File: config.mk
export PLATFORM = sky130hd
export DESIGN_NAME = fetch_unit_flat
export DESIGN_NICKNAME = d
export VERILOG_FILES = /design/src/rtl/fetch_unit_if.sv /design/src/rtl/fetch_unit.sv /design/src/flat_wrapper.sv
export SDC_FILE = /design/constraint.sdc
export NUM_CORES = 1
export LEC_CHECK = 0
export CAP_MARGIN = 20
export CORE_UTILIZATION = 47
export CTS_BUF_LIST = sky130_fd_sc_hd__clkbuf_8
export DETAILED_ROUTE_END_ITERATION = 10
export GPL_ROUTABILITY_DRIVEN = 0
export GPL_TIMING_DRIVEN = 0
export PLACE_DENSITY = 0.84
export SETUP_SLACK_MARGIN = 0.5
export SKIP_LAST_GASP = 1
export SLEW_MARGIN = 20
export SYNTH_ARGS = -nofsm -noshare
export SYNTH_HDL_FRONTEND = slang
export SYNTH_SLANG_ARGS = --single-unit
File: constraint.sdc
create_clock -name clk -period 2.48 [get_ports clk]
set_input_delay 0.744 -clock clk [delete_from_list [all_inputs] [get_ports clk]]
set_output_delay 0.744 -clock clk [all_outputs]
set_load 0.1 [all_outputs]
File: src/rtl/fetch_unit_if.sv
// Instruction memory word port: address/controls from the fetch side, read data back one cycle later.
interface mem_if;
  logic [31:0] addr;
  logic        write_en;
  logic [3:0]  data_en;
  logic [31:0] data_i;
  logic [31:0] data_o;

  modport driver (output addr, write_en, data_en, data_i, input data_o);
  modport memory (input addr, write_en, data_en, data_i, output data_o);
  modport master (output addr, write_en, data_en, data_i, input data_o);
  modport slave  (input addr, write_en, data_en, data_i, output data_o);
endinterface

File: src/rtl/fetch_unit.sv
// Fetch front end: owns the PC, issues 1-cycle imem reads, buffers {word, pc} for decode (head visible at 0 latency).
// Backpressure: issue stalls once buffered + in-flight reaches DEPTH; a redirect flushes all wrong-path work.
module fetch_unit #(
  parameter int unsigned DEPTH    = 4,
  parameter logic [31:0] RESET_PC = 32'h0000_0000
) (
  input  logic        clk,
  input  logic        reset,
  mem_if.driver       imem,
  input  logic        redirect_valid,
  input  logic [31:0] redirect_pc,
  output logic        instr_valid,
  input  logic        instr_ready,
  output logic [31:0] instr,
  output logic [31:0] instr_pc
);
  localparam int unsigned PW = $clog2(DEPTH);
  localparam logic [PW+1:0] DEPTH_W = (PW+2)'(DEPTH);

  typedef struct packed {
    logic [31:0] instr;
    logic [31:0] pc;
  } entry_t;

  entry_t        buf_q [DEPTH];
  entry_t        buf_d [DEPTH];
  logic [PW-1:0] wr_ptr_q, wr_ptr_d;
  logic [PW-1:0] rd_ptr_q, rd_ptr_d;
  logic [PW:0]   count_q, count_d;
  logic          req_q, req_d;
  logic [31:0]   req_pc_q, req_pc_d;
  logic [31:0]   fetch_pc_q, fetch_pc_d;
  logic          push, pop, issue;
  logic [PW+1:0] outstanding;

  assign imem.addr     = fetch_pc_q;
  assign imem.write_en = 1'b0;
  assign imem.data_en  = 4'b1111;
  assign imem.data_i   = '0;

  assign instr_valid = (count_q != '0);
  assign instr       = buf_q[rd_ptr_q].instr;
  assign instr_pc    = buf_q[rd_ptr_q].pc;

  always_comb begin
    buf_d      = buf_q;
    wr_ptr_d   = wr_ptr_q;
    rd_ptr_d   = rd_ptr_q;
    count_d    = count_q;
    req_d      = 1'b0;
    req_pc_d   = req_pc_q;
    fetch_pc_d = fetch_pc_q;

    // Pops are not credited to issue, so a push can never land in a full buffer.
    outstanding = {1'b0, count_q} + (PW+2)'(req_q);
    pop         = instr_valid && instr_ready;
    push        = req_q && !redirect_valid;
    issue       = !reset && !redirect_valid && (outstanding < DEPTH_W);

    if (redirect_valid) begin
      fetch_pc_d = {redirect_pc[31:2], 2'b00};
      wr_ptr_d   = '0;
      rd_ptr_d   = '0;
      count_d    = '0;
    end else begin
      if (push) begin
        buf_d[wr_ptr_q] = '{instr: imem.data_o, pc: req_pc_q};
        wr_ptr_d        = wr_ptr_q + 1'b1;
      end
      if (pop) begin
        rd_ptr_d = rd_ptr_q + 1'b1;
      end
      count_d = count_q + (PW+1)'(push) - (PW+1)'(pop);
      if (issue) begin
        req_d      = 1'b1;
        req_pc_d   = fetch_pc_q;
        fetch_pc_d = fetch_pc_q + 32'd4;
      end
    end
  end

  always_ff @(posedge clk) begin
    if (reset) begin
      fetch_pc_q <= RESET_PC;
      req_q      <= 1'b0;
      req_pc_q   <= RESET_PC;
      count_q    <= '0;
      wr_ptr_q   <= '0;
      rd_ptr_q   <= '0;
      for (int i = 0; i < int'(DEPTH); i++) begin
        buf_q[i] <= '0;
      end
    end else begin
      fetch_pc_q <= fetch_pc_d;
      req_q      <= req_d;
      req_pc_q   <= req_pc_d;
      count_q    <= count_d;
      wr_ptr_q   <= wr_ptr_d;
      rd_ptr_q   <= rd_ptr_d;
      buf_q      <= buf_d;
    end
  end
endmodule
File: src/flat_wrapper.sv
// flat-port wrapper written by rule: the top's interface ports become plain ports
module fetch_unit_flat 
#(
  parameter int unsigned DEPTH    = 4,
  parameter logic [31:0] RESET_PC = 32'h0000_0000
)
  (clk, reset, redirect_valid, redirect_pc, instr_valid, instr_ready, instr, instr_pc, imem_addr, imem_write_en, imem_data_en, imem_data_i, imem_data_o);
  mem_if imem_i ();
  input  logic clk;
  input  logic reset;
  input  logic redirect_valid;
  input  logic [31:0] redirect_pc;
  output logic instr_valid;
  input  logic instr_ready;
  output logic [31:0] instr;
  output logic [31:0] instr_pc;
  output wire logic [$bits(imem_i.addr)-1:0] imem_addr;
  output wire logic [$bits(imem_i.write_en)-1:0] imem_write_en;
  output wire logic [$bits(imem_i.data_en)-1:0] imem_data_en;
  output wire logic [$bits(imem_i.data_i)-1:0] imem_data_i;
  input wire logic [$bits(imem_i.data_o)-1:0] imem_data_o;
  assign imem_addr = imem_i.addr;
  assign imem_write_en = imem_i.write_en;
  assign imem_data_en = imem_i.data_en;
  assign imem_data_i = imem_i.data_i;
  assign imem_i.data_o = imem_data_o;
  fetch_unit #(.DEPTH(DEPTH), .RESET_PC(RESET_PC)) u_core (.clk(clk), .reset(reset), .imem(imem_i), .redirect_valid(redirect_valid), .redirect_pc(redirect_pc), .instr_valid(instr_valid), .instr_ready(instr_ready), .instr(instr), .instr_pc(instr_pc));
endmodule
==> results.cfg, run 1 <==
[worst_hold_path]
hold_depth = 2
holdCritPathClass = register to register

[synth]
ys_types = 46
synth_cells = 1582
netlist_area_sq_um = 13370
synth_top_flop_cell = dfxtp_1
yosys_warnings = 0
synth-seq-cells = 316
synthTopCellsByArea = dfxtp_1, nand2_1, a21oi_1, mux4_2, clkbuf_1
synth_edf_count = 0
synth.top_cell.area_share_pct = 47.31
synth_top_area_cell = dfxtp_1
avgSynthCellArea_sq_um = 8.452
async_flop_share_pct = 0
yosysSeqAreaShare_pct = 47.31

[place]
place_area_sq_um = 15790
dp_hpwl_mm = 26.29
portBuffers = 158

[worst_setup_path]
cp_top_family = multiplexers
required_ns = 1.74
arrival_ns = 2.02
worstPathMaxFanout = 10
crit_slowest_cell = mux4_2
path_buf_inv = 3
start_kind = register
crit_type = register to primary output
critPathCaptureType = primary output
rr_worst_depth = 8
critPathMaxStageDelay_ns = 0.57
cp_cell_sequence = clkbuf_16 > buf_12 > mux4_2 > buf_8
crit_cells = 4

[layout]
multi_input_area_sq_um = 6563
regArea_sq_um = 6417
layout-drive-gt1-share_pct = 24.27
fill_cells = 2176
antenna_cells = 0
post-route-cell-area_sq_um = 17770
syn_to_final_growth_pct = 32.87
final_nets = 1927

[clock_tree]
clk_transition_reported_paths_ns = 0.06
htreeDepth = 2
cts_tree = done
postCtsHoldBufs = 0
clock_sinks = 316
root_buffer = clkbuf_8
numCtsBuffers = 51
cts_buffer_depth = 3
clk_latency_ns = 0.58

[die]
die_area_sq_um = 29130
die_h_microns = 170.7
coreArea_sq_um = 27860
io_pins = 202
core.rowCount = 61
start_util_pct = 47.99
fp.dieW_microns = 170.7

[sta]
rsz0062_at_grt = yes
slew_viol_final = 0
period_minus_slack_ns = 2.767
fin_skew_ns = 0.02500
tightest_slew_ns = 0.7361
maxClockFrequency_mhz = 361.4
hold_viol = 0
timing.final.crit_share_pct = 111.6
slew_headroom_pct = 50.93
setup_ws_ns = -0.2870
setup_viol = 62

[power]
total_power_w = 0.01128
powerDensity_nw_per_um2 = 634.9
cellLeakagePower_nw = 6.404
peakVddDrop_mv = 0.4267

[grt]
overflow = 0
antenna_found_initial = 0
grt_pass1_wl_mm = 61.00
grt_pass1_vias = 12120
grt_max_degree = 13
track_usage_pct = 26.51

[drt]
first_pass_iters = 5
ant_nets = 0
routed_wl_mm = 39.93
wl_per_cell_microns = 17.63
via_per_inst = 5.467
drc = 0
via_count = 12380
drt-initial-drc-count = 1155

[flow_run]
max-cap-violations = 0

[outcome]
status = finished, violations left
failed_checks = negative setup slack
[Yosys cell counts, types with 3 or more instances]
cell type / count
xnor2_1: 10
nand4_1: 14
mux4_2: 62
ha_1: 8
nor4_1: 3
inv_1: 9
nor3_1: 4
clkbuf_1: 109
nand3_1: 12
a211oi_1: 21
a21oi_1: 280
and2_1: 10
xor2_1: 17
buf_4: 41
and4_1: 5
buf_2: 6
and3_1: 5
nor2b_1: 4
dfxtp_1: 316
a31oi_1: 3
nor2_1: 32
nand2_1: 578
[flip-flops by register name (all words and copies together) (netlist names)]
name,cells
u_core.buf_q,248
u_core.imem.addr,30
u_core.req_pc_q,30
u_core.req_q,1
u_core.rd_ptr_q,2
u_core.count_q,3
u_core.wr_ptr_q,2
[per-layer routing]
metal	part of all wire, %	track usage [%]	vias up
met5	0	0	-
met1	38	33.24	5806
met4	3.0	9.910	0
met3	9.7	4.858	89
met2	50	45.29	687
li1	-	-	5801
[power breakdown]
part           switching [W]  internal, W  total (W)
combinational        0.00108     0.000460    0.00154
clock                0.00203      0.00243    0.00446
sequential          0.000129      0.00516    0.00528
[worst paths after layout]
| kind | start | to | slack [ns] |
|---|---|---|---|
| setup / recovery | u_core.rd_ptr_q[0] | instr_pc[11] | -0.29 |
| hold / removal | u_core.buf_q[230] | u_core.buf_q[230] | 0.45 |
| setup reg to reg | u_core.count_q[1] | u_core.count_q[2] | 0.40 |
| hold reg to reg | u_core.buf_q[230] | u_core.buf_q[230] | 0.45 |
[worst reg2reg max path: stages, from the launching register on]
cell     delay, ns
dfxtp_4       0.36
or3_4         0.40
and2_4        0.17
ha_4          0.25
inv_2         0.03
ha_4          0.15
fa_2          0.36
xor2_1        0.19
nor2_1        0.05
[repair_timing]
action                     CTS  global route
cloned                       1             1
gates resized for setup    796           128
pin swaps                    1            11
setup buffers                4            12
setup endpoints to repair  398           355
[cells in the final DEF (no fill, tap or decap), types with 32 or more instances in the layout]
cell             count
clkbuf_2            57
clkbuf_8            82
conb_1              41
buf_4               56
nor2_1              32
clkdlybuf4s50_1     64
a21oi_1            280
buf_6               71
mux4_2              62
nand2_1            572
dfxtp_1            281
[final cells by class]
class | count | area share, %
well taps | 378 | 2.662
clock inverters | 22 | 0.5212
inverters | 10 | 0.2113
plain buffers | 158 | 6.677
repair buffers | 176 | 11.60
clock buffers | 68 | 5.268
multi-input cells | 1137 | 36.94
flip-flops and latches | 316 | 36.12
[per-stage QoR]
step / utilization, % / setup TNS (ns) / setup WS, ns / instances / hold slack (ns)
after floorplan: - / 0 / 0.2994 / 1621 / 0.4331
after global placement: 56.67 / -213.89 / -0.7738 / 2157 / 0.4383
after detailed placement: 56.67 / -231.76 / -0.8724 / 2157 / 0.4447
after CTS: 62.29 / -17.25 / -0.3201 / 2252 / 0.4531
after global routing: 63.77 / -18.56 / -0.3358 / 2265 / 0.4676
final: 63.77 / -15.36 / -0.2870 / 2265 / 0.4516
[logic make-up after synthesis]
group,Yosys count,share of synthesized area (%)
fa+ha+maj,9,0.8984
flops,316,47.31
mux,64,10.59
simple gates,680,20.84
xor+xnor,27,1.769
compound gates,316,12.61
other cells,2,0.05617
buf+inv,168,5.924
No activity file was read; power rests on OpenSTA's default activity.
==> inputs of run 2 (changes only) <==
CAP_MARGIN = unset   (was 20)
==> results of run 2 <==
The final DEF is identical to that of run 1; final timing and power are the same.
